File: config.mk
export PLATFORM = sky130hd
export DESIGN_NAME = ysyx_23060184_mem_arbiter
export DESIGN_NICKNAME = d
export VERILOG_FILES = /design/src/rtl/ysyx_23060184_mem_arbiter.sv
export SDC_FILE = /design/constraint.sdc
export NUM_CORES = 1
export LEC_CHECK = 0
export BUFFER_PORTS_ARGS = -buffer_cell sky130_fd_sc_hd__buf_2
export CAP_MARGIN = 20
export CORE_MARGIN = 10
export CORE_UTILIZATION = 45
export CTS_BUF_LIST = sky130_fd_sc_hd__clkbuf_8
export DETAILED_ROUTE_END_ITERATION = 8
export GPL_TIMING_DRIVEN = 0
export PLACE_DENSITY = 0.82
export SYNTH_ARGS = -nofsm -noshare
export SYNTH_HDL_FRONTEND = slang
export SYNTH_SLANG_ARGS = --single-unit
File: constraint.sdc
create_clock -name clk -period 4.3 [get_ports clk]
set_input_delay 0.43 -clock clk [delete_from_list [all_inputs] [get_ports clk]]
set_output_delay 0.43 -clock clk [all_outputs]
set_load 0.02 [all_outputs]
File: src/rtl/ysyx_23060184_mem_arbiter.sv
// ----------------------------------------------------------------------------
// ysyx_23060184_mem_arbiter
//
// Shares one memory port between the instruction fetch unit (IFU) and the
// load/store unit (LSU). Exactly one transaction is in flight at a time; when
// both masters request in the same cycle the master that did not own the most
// recent transaction wins (round-robin).
//
// Transaction flow: IDLE (accept) -> ISSUE (mem request) -> WAIT (mem response)
// -> RESP (one-cycle response pulse to the owner) -> IDLE.
//
// Ports
//   clk, reset                    : single clock, asynchronous active-high reset
//   ifu_req_valid/ready, ifu_addr : IFU fetch request channel
//   ifu_resp_valid, ifu_rdata     : IFU response (one-cycle pulse)
//   lsu_req_valid/ready, lsu_addr,
//   lsu_wen, lsu_wdata, lsu_wmask : LSU load/store request channel
//   lsu_resp_valid, lsu_rdata     : LSU response (one-cycle pulse)
//   mem_req_*, mem_addr, mem_wen,
//   mem_wdata, mem_wmask          : memory request channel (driven from buffer)
//   mem_resp_valid, mem_rdata     : memory response channel
//   owner                         : owner of current/last transaction (0=IFU, 1=LSU)
// ----------------------------------------------------------------------------
module ysyx_23060184_mem_arbiter #(
   parameter int ADDR_W = 32,
   parameter int DATA_W = 32,
   parameter int MASK_W = DATA_W / 8
) (
   input  logic              clk,
   input  logic              reset,
   // IFU
   input  logic              ifu_req_valid,
   output logic              ifu_req_ready,
   input  logic [ADDR_W-1:0] ifu_addr,
   output logic              ifu_resp_valid,
   output logic [DATA_W-1:0] ifu_rdata,
   // LSU
   input  logic              lsu_req_valid,
   output logic              lsu_req_ready,
   input  logic [ADDR_W-1:0] lsu_addr,
   input  logic              lsu_wen,
   input  logic [DATA_W-1:0] lsu_wdata,
   input  logic [MASK_W-1:0] lsu_wmask,
   output logic              lsu_resp_valid,
   output logic [DATA_W-1:0] lsu_rdata,
   // Memory
   output logic              mem_req_valid,
   input  logic              mem_req_ready,
   output logic [ADDR_W-1:0] mem_addr,
   output logic              mem_wen,
   output logic [DATA_W-1:0] mem_wdata,
   output logic [MASK_W-1:0] mem_wmask,
   input  logic              mem_resp_valid,
   input  logic [DATA_W-1:0] mem_rdata,
   // Status
   output logic              owner
);

   typedef enum logic [1:0] {
      ST_IDLE  = 2'd0,
      ST_ISSUE = 2'd1,
      ST_WAIT  = 2'd2,
      ST_RESP  = 2'd3
   } state_t;

   state_t            state_r;
   state_t            state_nxt_s;
   logic              owner_r;
   logic [ADDR_W-1:0] req_addr_r;
   logic              req_wen_r;
   logic [DATA_W-1:0] req_wdata_r;
   logic [MASK_W-1:0] req_wmask_r;
   logic [DATA_W-1:0] resp_data_r;

   logic              ifu_grant_s;
   logic              lsu_grant_s;
   logic              ifu_hs_s;
   logic              lsu_hs_s;

   // Arbitration: grants are only offered in IDLE; on contention the master
   // that did not own the last transaction wins.
   always_comb begin
      ifu_grant_s = 1'b0;
      lsu_grant_s = 1'b0;
      if (state_r == ST_IDLE) begin
         if (ifu_req_valid && lsu_req_valid) begin
            ifu_grant_s = owner_r;
            lsu_grant_s = ~owner_r;
         end else if (ifu_req_valid) begin
            ifu_grant_s = 1'b1;
         end else if (lsu_req_valid) begin
            lsu_grant_s = 1'b1;
         end else begin
            ifu_grant_s = 1'b0;
            lsu_grant_s = 1'b0;
         end
      end else begin
         ifu_grant_s = 1'b0;
         lsu_grant_s = 1'b0;
      end
   end

   assign ifu_req_ready = ifu_grant_s;
   assign lsu_req_ready = lsu_grant_s;
   assign ifu_hs_s      = ifu_req_valid & ifu_grant_s;
   assign lsu_hs_s      = lsu_req_valid & lsu_grant_s;

   // Next-state logic for the transaction FSM
   always_comb begin
      state_nxt_s = state_r;
      case (state_r)
         ST_IDLE: begin
            if (ifu_hs_s || lsu_hs_s) begin
               state_nxt_s = ST_ISSUE;
            end else begin
               state_nxt_s = ST_IDLE;
            end
         end
         ST_ISSUE: begin
            if (mem_req_ready) begin
               state_nxt_s = ST_WAIT;
            end else begin
               state_nxt_s = ST_ISSUE;
            end
         end
         ST_WAIT: begin
            if (mem_resp_valid) begin
               state_nxt_s = ST_RESP;
            end else begin
               state_nxt_s = ST_WAIT;
            end
         end
         ST_RESP: begin
            state_nxt_s = ST_IDLE;
         end
         default: begin
            state_nxt_s = ST_IDLE;
         end
      endcase
   end

   // FSM state register
   always_ff @(posedge clk or posedge reset) begin
      if (reset) begin
         state_r <= ST_IDLE;
      end else begin
         state_r <= state_nxt_s;
      end
   end

   // Request buffer and owner: captured on handshake so later changes on the
   // master inputs cannot disturb the memory request. IFU requests are reads.
   always_ff @(posedge clk or posedge reset) begin
      if (reset) begin
         owner_r     <= 1'b0;
         req_addr_r  <= {ADDR_W{1'b0}};
         req_wen_r   <= 1'b0;
         req_wdata_r <= {DATA_W{1'b0}};
         req_wmask_r <= {MASK_W{1'b0}};
      end else if (lsu_hs_s) begin
         owner_r     <= 1'b1;
         req_addr_r  <= lsu_addr;
         req_wen_r   <= lsu_wen;
         req_wdata_r <= lsu_wdata;
         req_wmask_r <= lsu_wmask;
      end else if (ifu_hs_s) begin
         owner_r     <= 1'b0;
         req_addr_r  <= ifu_addr;
         req_wen_r   <= 1'b0;
         req_wdata_r <= {DATA_W{1'b0}};
         req_wmask_r <= {MASK_W{1'b0}};
      end else begin
         owner_r     <= owner_r;
         req_addr_r  <= req_addr_r;
         req_wen_r   <= req_wen_r;
         req_wdata_r <= req_wdata_r;
         req_wmask_r <= req_wmask_r;
      end
   end

   // Response buffer: only a response arriving in WAIT is taken; stray
   // responses in any other state leave it untouched.
   always_ff @(posedge clk or posedge reset) begin
      if (reset) begin
         resp_data_r <= {DATA_W{1'b0}};
      end else if ((state_r == ST_WAIT) && mem_resp_valid) begin
         resp_data_r <= mem_rdata;
      end else begin
         resp_data_r <= resp_data_r;
      end
   end

   // All outputs below decode registered state only.
   assign mem_req_valid  = (state_r == ST_ISSUE);
   assign mem_addr       = req_addr_r;
   assign mem_wen        = req_wen_r;
   assign mem_wdata      = req_wdata_r;
   assign mem_wmask      = req_wmask_r;

   assign ifu_resp_valid = (state_r == ST_RESP) & ~owner_r;
   assign lsu_resp_valid = (state_r == ST_RESP) &  owner_r;
   assign ifu_rdata      = resp_data_r;
   assign lsu_rdata      = resp_data_r;
   assign owner          = owner_r;

endmodule

### Yosys cells after proc, flatten, opt, wreduce, memory -nomap -nowiden

Index checks and enable logic that the tools add are counted.

| operators by class | value |
|---|---|
| equality and inequality tests | 3 |
| muxes and demuxes | 20 |
| bitwise gates (word level) | 5 |
| reductions and logical operators | 5 |

Operator list:

| kind | count |
|---|---|
| $mux 32 | 4 |
| $mux 1 | 12 |
| $mux 4 | 2 |
| $pmux 2 s4 | 1 |
| $and 1x1->1 | 4 |
| $eq 2x2->1 const B | 2 |
| $eq 2x1->1 const B | 1 |
| $logic_and 1x1->1 | 2 |
| $logic_not 2->1 | 1 |
| $mux 2 | 1 |
| $reduce_bool 2->1 | 1 |
| $logic_or 1x1->1 | 1 |
| $not 1->1 | 1 |

| word-level totals | value |
|---|---|
| word-level logic and storage cells | 40 |
| bits of input ports | 139 |
| output and inout port bits | 139 |
| flip-flop bits (word level) | 104 |

### Depth between registers and ports, before layout

Gate-level depths: netlist (run 1).

| depth | value |
|---|---|
| word-level depth | 8 |
| depth in mapped cells | 6 |
| depth with buffers taken out | 3 |

### Least setup slack after synthesis (run 1)

Ideal clock, no wire load.

| timing | value |
|---|---|
| path kind | reg-to-output |
| from | register owner_r, in the netlist owner |
| to | output port ifu_req_ready |
| data arrival time | 1.392 ns |
| slack | 2.478 ns |
| data required time | 3.870 ns |
| cell stages (with the launch flop) | 5 |
| path buffers | 2 |
| cells stage by stage | dfrtp_1 buf_2 buf_1 inv_1 a21oi_1 |

| between the ends | value |
|---|---|
| longest elaborated chain between the ends | 2 |

Ends and longest elaborated chain:

| item | line | RTL |
|---|---|---|
| start: declaration | 68 | `logic owner_r;` |
| start signal: assignment | 173 | `owner_r <= owner_r;` |
| $mux 1 | 86 | `if (ifu_req_valid && lsu_req_valid) begin` |
| $mux 1 | 85 | `if (state_r == ST_IDLE) begin` |
| end: declaration | 33 | `output logic ifu_req_ready,` |

Every way passes these cells.

### Final worst setup path (run 1)

| timing | value |
|---|---|
| from | register state_r[0] |
| to | output port ifu_req_ready |

| between the ends | value |
|---|---|
| longest elaborated chain between the ends | 2 |

Ends and longest elaborated chain:

| item | line | RTL |
|---|---|---|
| start: declaration | 66 | `state_t state_r;` |
| start signal: assignment | 147 | `state_r <= state_nxt_s;` |
| $logic_not 2->1 | 85 |  |
| $mux 1 | 85 |  |

Every way passes these cells.

==> run summary, run 1 <==
STATUS
----------------------------------------------------------------------------------
Result of the run                                                        completed

CRITICAL PATH
----------------------------------------------------------------------------------
Critical path class                                                     reg -> out
CP max stage delay                                                          480 ps
Family of cells with the greatest summed delay on the critical path   buffers and inverters
Maximum net fanout on the critical path                                         10
CP bufs+invs                                                                     2
CP Launch Type                                                                flop
Critical path data arrival time                                            2000 ps
Crit end category                                                      output port
Required time at the endpoint of the critical path                         3870 ps
Cell breakdown of the critical path                                   nor2_2 > clkbuf_1 > nand2_1 > a21oi_1 > buf_2
Cell type of the slowest stage on the worst timing path                    dfrtp_1

FINISH
----------------------------------------------------------------------------------
Layout Nets                                                                    820
Most common cell after layout, fill and taps aside                           buf_2
Core occupancy in the finished layout                                        63.1%
Top library cells by usage in the layout, fill and taps aside         282 x buf_2, 104 x dfrtp_1, 37 x a22o_1
Number of antenna repair diodes                                                  0
Layout cells sized above 1                                                   50.3%
Number of cells in the finished layout apart from fillers                      822
Syn-to-layout area delta                                                     37.6%

DETAILED ROUTING
----------------------------------------------------------------------------------
Number of vias in the routed layout                                          4,380
Initial DRC Count                                                              331
Top routing layer in use                                                      met4
Via-to-Cell Ratio                                                             5.33
Detail Route met2 WL                                                  8340 microns
Length of routed met3 wiring                                          1650 microns
Routed length per instance                                            19.8 microns
Met1 layer wirelength in the final routing                            6030 microns
Number of nets still failing antenna checks after routing                        0
Routed wire length                                                    16,300 microns
Router iterations before antenna repair                                          4
DRC violations left                                                              0

CTS
----------------------------------------------------------------------------------
Worst-skew pair later-pin latency                                           360 ps
CTS Sinks                                                                      104
Root Driver                                                               clkbuf_8
Clock tree from TritonCTS                                                    built
Number of hold buffers added after CTS                                           0
Reg clk slew, reported paths                                                110 ps
Post-CTS resize count                                                            0
Clock Path Buffers                                                               2
Cts bufs inserted                                                                9
# H-tree levels                                                                  3
Post-CTS setup buffers                                                           0

PLACE
----------------------------------------------------------------------------------
Quantity of I/O buffers inserted on ports                                      276
Placed Cells                                                                   806
Post-placement setup slack                                                 2260 ps
Final HPWL DP                                                         13,000 microns
Routability Congestion                                                       0.902

FLOORPLANNING
----------------------------------------------------------------------------------
Total core area                                                       0.0103 sq mm
Die boundary height                                                    122 microns
Number of ports placed on the die boundary                                     278
Width of the die                                                       122 microns
Die Area                                                              0.0150 sq mm
Effective utilization at floorplan                                           45.9%
Number of rows created at floorplan                                             37

HOLD PATH
----------------------------------------------------------------------------------
Hold WC Path Type                                                      in -> async

SYNTHESIS
----------------------------------------------------------------------------------
Total number of yosys warnings                                                   0
Number of flops mapped to enable cells by yosys                                  0
Proportion of synthesized chip area in sequential cells                      55.2%
Synthesized cell area                                                 0.00471 sq mm
Net Count, Synth                                                               532
Cells after Synth                                                              393
#FFs+latches synth                                                             104
Per-instance average area after synthesis                               12.0 sq um
Main flop type after synthesis                                             dfrtp_1
Async S/R FF share, synth                                                     100%
Yosys cell types                                                                27

POWER AND IR DROP
----------------------------------------------------------------------------------
Leak pwr                                                                   3.51 nW
Pwr Density                                                            796 mW/mm^2
Peak supply drop                                                          0.462 mV

STA
----------------------------------------------------------------------------------
Worst slew margin                                                            58.9%
Final worst setup slack                                                    1870 ps
# setup viols final                                                              0
Setup total negative slack                                                    0 ps
Max Clock Skew                                                             11.5 ps
Max-slew violation total from the final report                                   0
Final Hold Fails                                                                 0
Maximum clock rate                                                         412 MHz
Final Hold Slack                                                            135 ps
Final critical path time including I/O delays and setup                    2430 ps
Unrepaired setup endpoints after global routing                              false
Least-Margin Pin Slew                                                       616 ps
Final worst-path cycle share                                                 56.4%

GLOBAL ROUTING
----------------------------------------------------------------------------------
Vias in the first global route                                               4,629
Wire length of the first global-routing pass                          24,500 microns
Largest net degree at the start of global routing                               57
Total GRT Usage                                                              20.6%
Number of antenna violations at the first check in global routing                0
Total global routing overflow                                                    0

JOB
----------------------------------------------------------------------------------
Count of max-cap constraint violations                                           0

## power by group
group | total (W) | switching [W] | internal [W]
sequential | 0.00174 | 0.000296 | 0.00144
clock | 0.000585 | 0.000361 | 0.000224
combinational | 0.00284 | 0.00174 | 0.00110
total | 0.00516 | 0.00240 | 0.00276
## routing by layer
metal | global-route usage [%] | vias up
met4 | 7.14 | 0
met5 | 0 | -
li1 | - | 2010
met3 | 7.25 | 22
met2 | 36.6 | 217
met1 | 22.5 | 2131
## kinds of logic (layout without fill, tap and decap cells)
kind of cell	after synthesis	count (layout)	share of synthesized area [%]
DFF	104	104	55.2
buffers and inverters	73	366	9.16
AOI/OAI and AO/OA	106	106	16.9
muxes	32	32	7.65
and+or+nand+nor	78	78	11.1
## synthesized netlist by cell type, drive strengths merged (4+ instances only)
master   instances  area share, %
a22o            37            6.9
and3            32            4.2
buf             46            7.0
clkbuf          23            1.8
dfrtp          104             55
inv              4           0.32
mux2            32            7.6
nand2            4           0.37
nand3b          32            5.1
nor2             6           0.53
o2111ai         32            5.9
o21ai           33            3.5
## final timing paths
path	start	endpoint	slack, ps	depth (start not counted)
hold reg to reg	mem_wdata[27]	mem_wdata[27]	510	1
setup / recovery	state_r[0]	ifu_req_ready	1870	5
min in group clk	mem_rdata[29]	ifu_rdata[29]	270	2
max in group asynchronous	reset	mem_wmask[0]	3470	3
setup reg to reg	state_r[0]	mem_wmask[2]	2560	5
hold / removal	reset	mem_wdata[23]	130	2
## worst reg2reg max path, stage by stage, from the launching register on
cell and delay, ps:
dfrtp_1 480, nor2_2 330, o21ai_1 170, buf_2 220
buf_2 220, a22o_1 200
## through the flow
| step | total power [W] | area (sq um) |
|---|---|---|
| floorplan | 0.00355 | 4710 |
| CTS | 0.00521 | 6480 |
| global placement | 0.00452 | 6260 |
| global route | 0.00549 | 6480 |
| detailed placement | 0.00462 | 6290 |
| finish | 0.00516 | 6480 |
## sequential cells by signal (all words and copies together), names as in the netlist, named ones only
signal     cells
mem_wdata     32
mem_addr      32
mem_wen        1
mem_wmask      4
owner          1
ifu_rdata     32
state_r        1
## layout make-up
cell class                 count  area [sq um]
fill                         853          3790
sequential                   104          2600
multi-input combinational    216          1680
timing repair buffer         277          1410
buffer                        69           417
tap                          136           170
clock buffer                   9           124
clock inverter                 7          65.1
inverter                       4          17.5
Power figures use the tool's default switching activity.
==> run 2, diff against run 1 <==
Clock period 4.3 ns to 2.4 ns, I/O delays scaled along.
==> run 2 against run 1 <==
Effect of this change: global-route usage down 0.12 points; final area up 0.42%; sequential cell count unchanged; non-clock buffer count up 2; clock power up 81%; setup slack worse by 1700 ps; clock skew up 2.6 ps; wire length down 1.3%; worst hold slack worse by 63 ps.
==> run summary, run 2 (synthesized netlist as in run 1, its figures left out) <==
FLOORPLANNING
--------------------------------------------------------------------------------
Total core area                                                     0.0103 sq mm   unchanged
Effective utilization at floorplan                                         45.9%   unchanged
Width of the die                                                     122 microns   unchanged
Die Area                                                            0.0150 sq mm   unchanged
Die boundary height                                                  122 microns   unchanged
Number of ports placed on the die boundary                                   278   unchanged
Number of rows created at floorplan                                           37   unchanged

STA
--------------------------------------------------------------------------------
Maximum clock rate                                                       455 MHz
Final Hold Fails                                                               0   unchanged
Unrepaired setup endpoints after global routing                            false
# setup viols final                                                            0   unchanged
Final worst setup slack                                                   204 ps   -1670 ps
Final worst-path cycle share                                               91.5%
Worst slew margin                                                          62.9%   +3.9 points
Least-Margin Pin Slew                                                     556 ps   -60.3 ps
Setup total negative slack                                                  0 ps   unchanged
Final critical path time including I/O delays and setup                  2200 ps
Max Clock Skew                                                           14.1 ps   +2.58 ps
Max-slew violation total from the final report                                 0   unchanged

GLOBAL ROUTING
--------------------------------------------------------------------------------
Total GRT Usage                                                            20.5%   -0.12 points
Vias in the first global route                                             4,638   +0.19%
Number of antenna violations at the first check in global routing              2   +2
Largest net degree at the start of global routing                             44   -23%
Total global routing overflow                                                  0   unchanged
Wire length of the first global-routing pass                        24,500 microns   unchanged

DETAILED ROUTING
--------------------------------------------------------------------------------
DRC violations left                                                            0   unchanged
Initial DRC Count                                                            195   -41%
Routed wire length                                                  16,100 microns   -1.3%
Via-to-Cell Ratio                                                           5.26   -1.3%
Routed length per instance                                          19.5 microns   -1.6%
Number of vias in the routed layout                                        4,339   -0.94%
Router iterations before antenna repair                                        4   unchanged
Number of nets still failing antenna checks after routing                      0   unchanged

CTS
--------------------------------------------------------------------------------
Clock Path Buffers                                                             2   unchanged
Clock tree from TritonCTS                                                  built
Cts bufs inserted                                                              9   unchanged
# H-tree levels                                                                3   unchanged
Post-CTS resize count                                                          0   unchanged
CTS Sinks                                                                    104   unchanged
Root Driver                                                             clkbuf_8
Reg clk slew, reported paths                                              110 ps   about the same
Worst-skew pair later-pin latency                                         370 ps   about the same

FINISH
--------------------------------------------------------------------------------
Layout Nets                                                                  822   +0.24%
Most common cell after layout, fill and taps aside                         buf_2
Top library cells by usage in the layout, fill and taps aside       282 x buf_2, 104 x dfrtp_1, 37 x a22o_1
Layout cells sized above 1                                                 50.3%   about the same
Post-route cell area                                                0.00651 sq mm   +0.42%
Syn-to-layout area delta                                                   38.1%

POWER AND IR DROP
--------------------------------------------------------------------------------
Peak supply drop                                                        0.860 mV   +86%
Leak pwr                                                                 3.52 nW   +0.20%
Total power draw                                                       0.00925 W   +79%
Pwr Density                                                         1420 mW/mm^2   +78%

HOLD PATH
--------------------------------------------------------------------------------
Worst hold stages                                                              2
Hold endpoint                                                       ifu_rdata[28]
Startpoint of the worst hold path                                   mem_rdata[28]
Hold WC Path Type                                                      in -> reg

CRITICAL PATH
--------------------------------------------------------------------------------
Launch point of the worst reg-to-reg path                             state_r[0]
Critical path class                                                   reg -> out
Worst reg2reg endpoint                                              mem_wdata[4]
CP Launch Type                                                              flop
Crit end category                                                    output port
Register-to-register setup slack                                          700 ps   -1860 ps
Number of cells on the worst reg-to-reg path                                   5   unchanged
Crit path from                                                        state_r[0]
Maximum net fanout on the critical path                                       10   unchanged
Required time at the endpoint of the critical path                       2160 ps   -1710 ps
Critical path data arrival time                                          1960 ps   -40 ps

PLACE
--------------------------------------------------------------------------------
Instance area after placement                                       0.00631 sq mm   +0.22%
Routability Congestion                                                     0.872   -3.3%
Post-placement setup slack                                                608 ps   -1650 ps
Quantity of I/O buffers inserted on ports                                    276   unchanged
Final HPWL DP                                                       13,000 microns   -0.18%

JOB
--------------------------------------------------------------------------------
Count of max-cap constraint violations                                         0   unchanged

STATUS
--------------------------------------------------------------------------------
Result of the run                                                      completed

-- run 2: per-layer routing --
layer	global-route usage (%)	share of wire [%]	vias up
met5	0	0	-
met3	7.44	11	25
met2	35.4	50	214
met1	22.6	37	2082
li1	-	-	2018
met4	8.10	2.3	0
-- run 2: where the power goes --
| part | internal [W] | switching (W) |
|---|---|---|
| clock network | 0.000401 | 0.000660 |
| registers | 0.00258 | 0.000534 |
| logic | 0.00197 | 0.00310 |
| total | 0.00495 | 0.00429 |
-- run 2: worst max-delay path by stage --
stage,end,slack [ps],cells past startpoint
after floorplan,ifu_req_ready,770,4
after global placement,mem_wdata[6],300,2
after detailed placement,lsu_req_ready,610,4
after CTS,lsu_req_ready,170,4
after global routing,ifu_req_ready,40,5
final,ifu_req_ready,200,5
-- run 2: final cells by class --
type | instances | area, sq um
antenna | 1 | 2.50
buffer | 69 | 417
clock buffer | 9 | 124
clock inverter | 7 | 66.3
fill | 840 | 3770
inverter | 4 | 18.8
multi-input combinational | 216 | 1680
sequential | 104 | 2600
tap | 136 | 170
timing repair buffer | 279 | 1430
-- run 2: worst max-delay path, stage by stage, from the launching register on --
cell      delay (ps)
dfrtp_1          480
nor2_2           320
clkbuf_1         400
nand2_1           90
a21oi_1          120
buf_2            180
-- run 2: through the flow --
step                instances  hold WS [ps]  util, %
floorplan                 393           356        -
global placement          805           454     61.0
detailed placement        807           320     61.4
CTS                       824          50.1     63.3
global route              825          58.3     63.4
finish                    825          71.8     63.4
-- run 2: repair_timing --
item,4_1_cts,5_1_grt
hold endpoints to repair,20,0
buffers inserted,0,0
endpoints found under the setup margin,0,0
hold buffers,1,0
==> run 3, diff against run 2 <==
==> constraint.sdc (replaced) <==
create_clock -name clk -period 2.4 [get_ports clk]
set_input_delay 0.12 -clock clk [delete_from_list [all_inputs] [get_ports clk]]
set_output_delay 0.12 -clock clk [all_outputs]
set_load 0.02 [all_outputs]
==> run 3 against run 2 <==
Effect of this change: worst hold slack lost 33 ps; total power grew 2.4%; clock power is essentially flat; global-route usage grew 3.1 points; fmax grew 5.7%; setup slack gained 120 ps; clock skew shrank 0.58 ps; core utilization grew 6.8 points; via count grew 9.0%; critical path depth is the same; cell count grew 8.6%; die area is the same.
==> run summary, run 3 (synthesized netlist as in run 1, its figures left out) <==
STATUS
--------------------------------------------------------------------------------
Result of the run                                                      completed

CTS
--------------------------------------------------------------------------------
Reg clk slew, reported paths                                              110 ps   about the same
Worst-skew pair later-pin latency                                         370 ps   about the same
CTS Sinks                                                                    104   unchanged
# H-tree levels                                                                3   unchanged
Post-CTS resize count                                                          0   unchanged
Clock Path Buffers                                                             2   unchanged
Post-CTS setup buffers                                                         0   unchanged
Root Driver                                                             clkbuf_8
Clock tree from TritonCTS                                                  built
Cts bufs inserted                                                              9   unchanged

DETAILED ROUTING
--------------------------------------------------------------------------------
Via-to-Cell Ratio                                                           5.28   +0.33%
DRC violations left                                                            0   unchanged
Number of vias in the routed layout                                        4,728   +9.0%
Routed length per instance                                          20.4 microns   +4.4%
Number of nets still failing antenna checks after routing                      0   unchanged
Router iterations before antenna repair                                        5   +1
Routed wire length                                                  18,300 microns   +13%
Initial DRC Count                                                            273   +40%

GLOBAL ROUTING
--------------------------------------------------------------------------------
Largest net degree at the start of global routing                             44   unchanged
Total global routing overflow                                                  0   unchanged
Number of antenna violations at the first check in global routing              3   +1
Vias in the first global route                                             5,192   +12%
Wire length of the first global-routing pass                        28,100 microns   +15%
Total GRT Usage                                                            23.6%   +3.1 points

FLOORPLANNING
--------------------------------------------------------------------------------
Effective utilization at floorplan                                         45.9%   unchanged
Die Area                                                            0.0150 sq mm   unchanged
Total core area                                                     0.0103 sq mm   unchanged
Die boundary height                                                  122 microns   unchanged
Number of ports placed on the die boundary                                   278   unchanged
Width of the die                                                     122 microns   unchanged
Number of rows created at floorplan                                           37   unchanged

CRITICAL PATH
--------------------------------------------------------------------------------
Critical path data arrival time                                          1960 ps   about the same
Maximum net fanout on the critical path                                       10   unchanged
Critical path class                                                   reg -> out
Number of cells on the worst reg-to-reg path                                   5   unchanged
Register-to-register setup slack                                          660 ps   -40 ps
Crit end category                                                    output port
Required time at the endpoint of the critical path                       2280 ps   +120 ps
Launch point of the worst reg-to-reg path                             state_r[0]
Worst reg2reg endpoint                                              mem_wdata[12]
CP Launch Type                                                              flop

POWER AND IR DROP
--------------------------------------------------------------------------------
Leak pwr                                                                 3.81 nW   +8.3%
Pwr Density                                                         1310 mW/mm^2   -7.6%
Peak supply drop                                                        0.721 mV   -16%

STA
--------------------------------------------------------------------------------
# setup viols final                                                            0   unchanged
Final critical path time including I/O delays and setup                  2080 ps   -119 ps
Max-slew violation total from the final report                                 0   unchanged
Maximum clock rate                                                       481 MHz   +5.7%
Setup total negative slack                                                  0 ps   unchanged
Worst slew margin                                                          62.1%   -0.72 points
Final Hold Slack                                                         39.2 ps   -32.5 ps
Final Hold Fails                                                               0   unchanged
Least-Margin Pin Slew                                                     567 ps   +10.8 ps
Unrepaired setup endpoints after global routing                            false
Final worst-path cycle share                                               86.5%   -5.0 points
Max Clock Skew                                                           13.5 ps   -0.584 ps

PLACE
--------------------------------------------------------------------------------
Quantity of I/O buffers inserted on ports                                    276   unchanged
Routability Congestion                                                     0.872   unchanged
Final HPWL DP                                                       13,000 microns   unchanged

FINISH
--------------------------------------------------------------------------------
Syn-to-layout area delta                                                   53.1%
Layout Nets                                                                  892   +8.5%
Layout cells sized above 1                                                 45.6%   -4.6 points
Top library cells by usage in the layout, fill and taps aside       282 x buf_2, 104 x dfrtp_1, 71 x dlygate4sd3_1
Most common cell after layout, fill and taps aside                         buf_2

JOB
--------------------------------------------------------------------------------
Count of max-cap constraint violations                                         0   unchanged

HOLD PATH
--------------------------------------------------------------------------------
Worst hold stages                                                              3   +1
Hold endpoint                                                       mem_addr[16]
Startpoint of the worst hold path                                   ifu_addr[16]
Hold WC Path Type                                                      in -> reg

[run 3: timing repair]
item	CTS	global route
hold buffers	71	0
setup endpoints to repair	0	0
hold endpoints to repair	91	0
[run 3: final cells by class]
| class | instances | area [sq um] |
|---|---|---|
| Timing Repair Buffer | 349 | 2130 |
| Tap cell | 136 | 170 |
| Multi-Input combinational cell | 216 | 1680 |
| Antenna cell | 2 | 5.00 |
| Sequential cell | 104 | 2600 |
| Inverter | 4 | 18.8 |
| Clock buffer | 9 | 124 |
| Buffer | 69 | 417 |
| Clock inverter | 7 | 66.3 |
| Fill cell | 748 | 3060 |
[run 3: where the power goes]
part           total, W  switching, W  internal [W]  leakage [nW]
sequential      0.00316      0.000574       0.00258          1.30
clock           0.00106      0.000660      0.000401        0.0949
combinational   0.00525       0.00320       0.00204          2.42
[run 3: worst max-delay path, cell delays in order (launching register included)]
cell and delay (ps):
dfrtp_1 480, nor2_2 320, clkbuf_1 400, nand2_1 90
a21oi_1 120, buf_2 180
[run 3: metrics by stage]
| stage | cell area [sq um] | setup slack [ps] | util (%) | cells | power [W] |
|---|---|---|---|---|---|
| 4_1_cts | 7210 | 293 | 70.1 | 894 | 0.00944 |
| 2_1_floorplan | 4720 | 856 | - | 393 | 0.00636 |
| 3_3_place_gp | 6270 | 419 | 61.0 | 805 | 0.00811 |
| 3_5_place_dp | 6310 | 695 | 61.4 | 807 | 0.00827 |
| 6_report | 7210 | 323 | 70.2 | 896 | 0.00947 |
| 5_1_grt | 7210 | 169 | 70.2 | 896 | 0.0100 |
[run 3: routing by layer]
metal	up-vias	wire (microns)	global-route usage, %	part of all wire (%)
met5	-	0	0	0
met3	35	1820	7.81	10
met2	257	9160	40.6	50
met1	2270	6800	26.5	37
li1	2166	-	-	-
met4	0	480	9.50	2.6
[run 3: worst max-delay path by stage]
stage	startpoint	endpoint	slack, ps	cells after the start
4_1_cts	state_r[0]	lsu_req_ready	290	4
5_1_grt	state_r[0]	ifu_req_ready	170	5
2_1_floorplan	owner	mem_wdata[10]	860	6
3_3_place_gp	reset	mem_wdata[6]	420	2
6_report	state_r[0]	ifu_req_ready	320	5
3_5_place_dp	state_r[0]	mem_wdata[5]	700	5
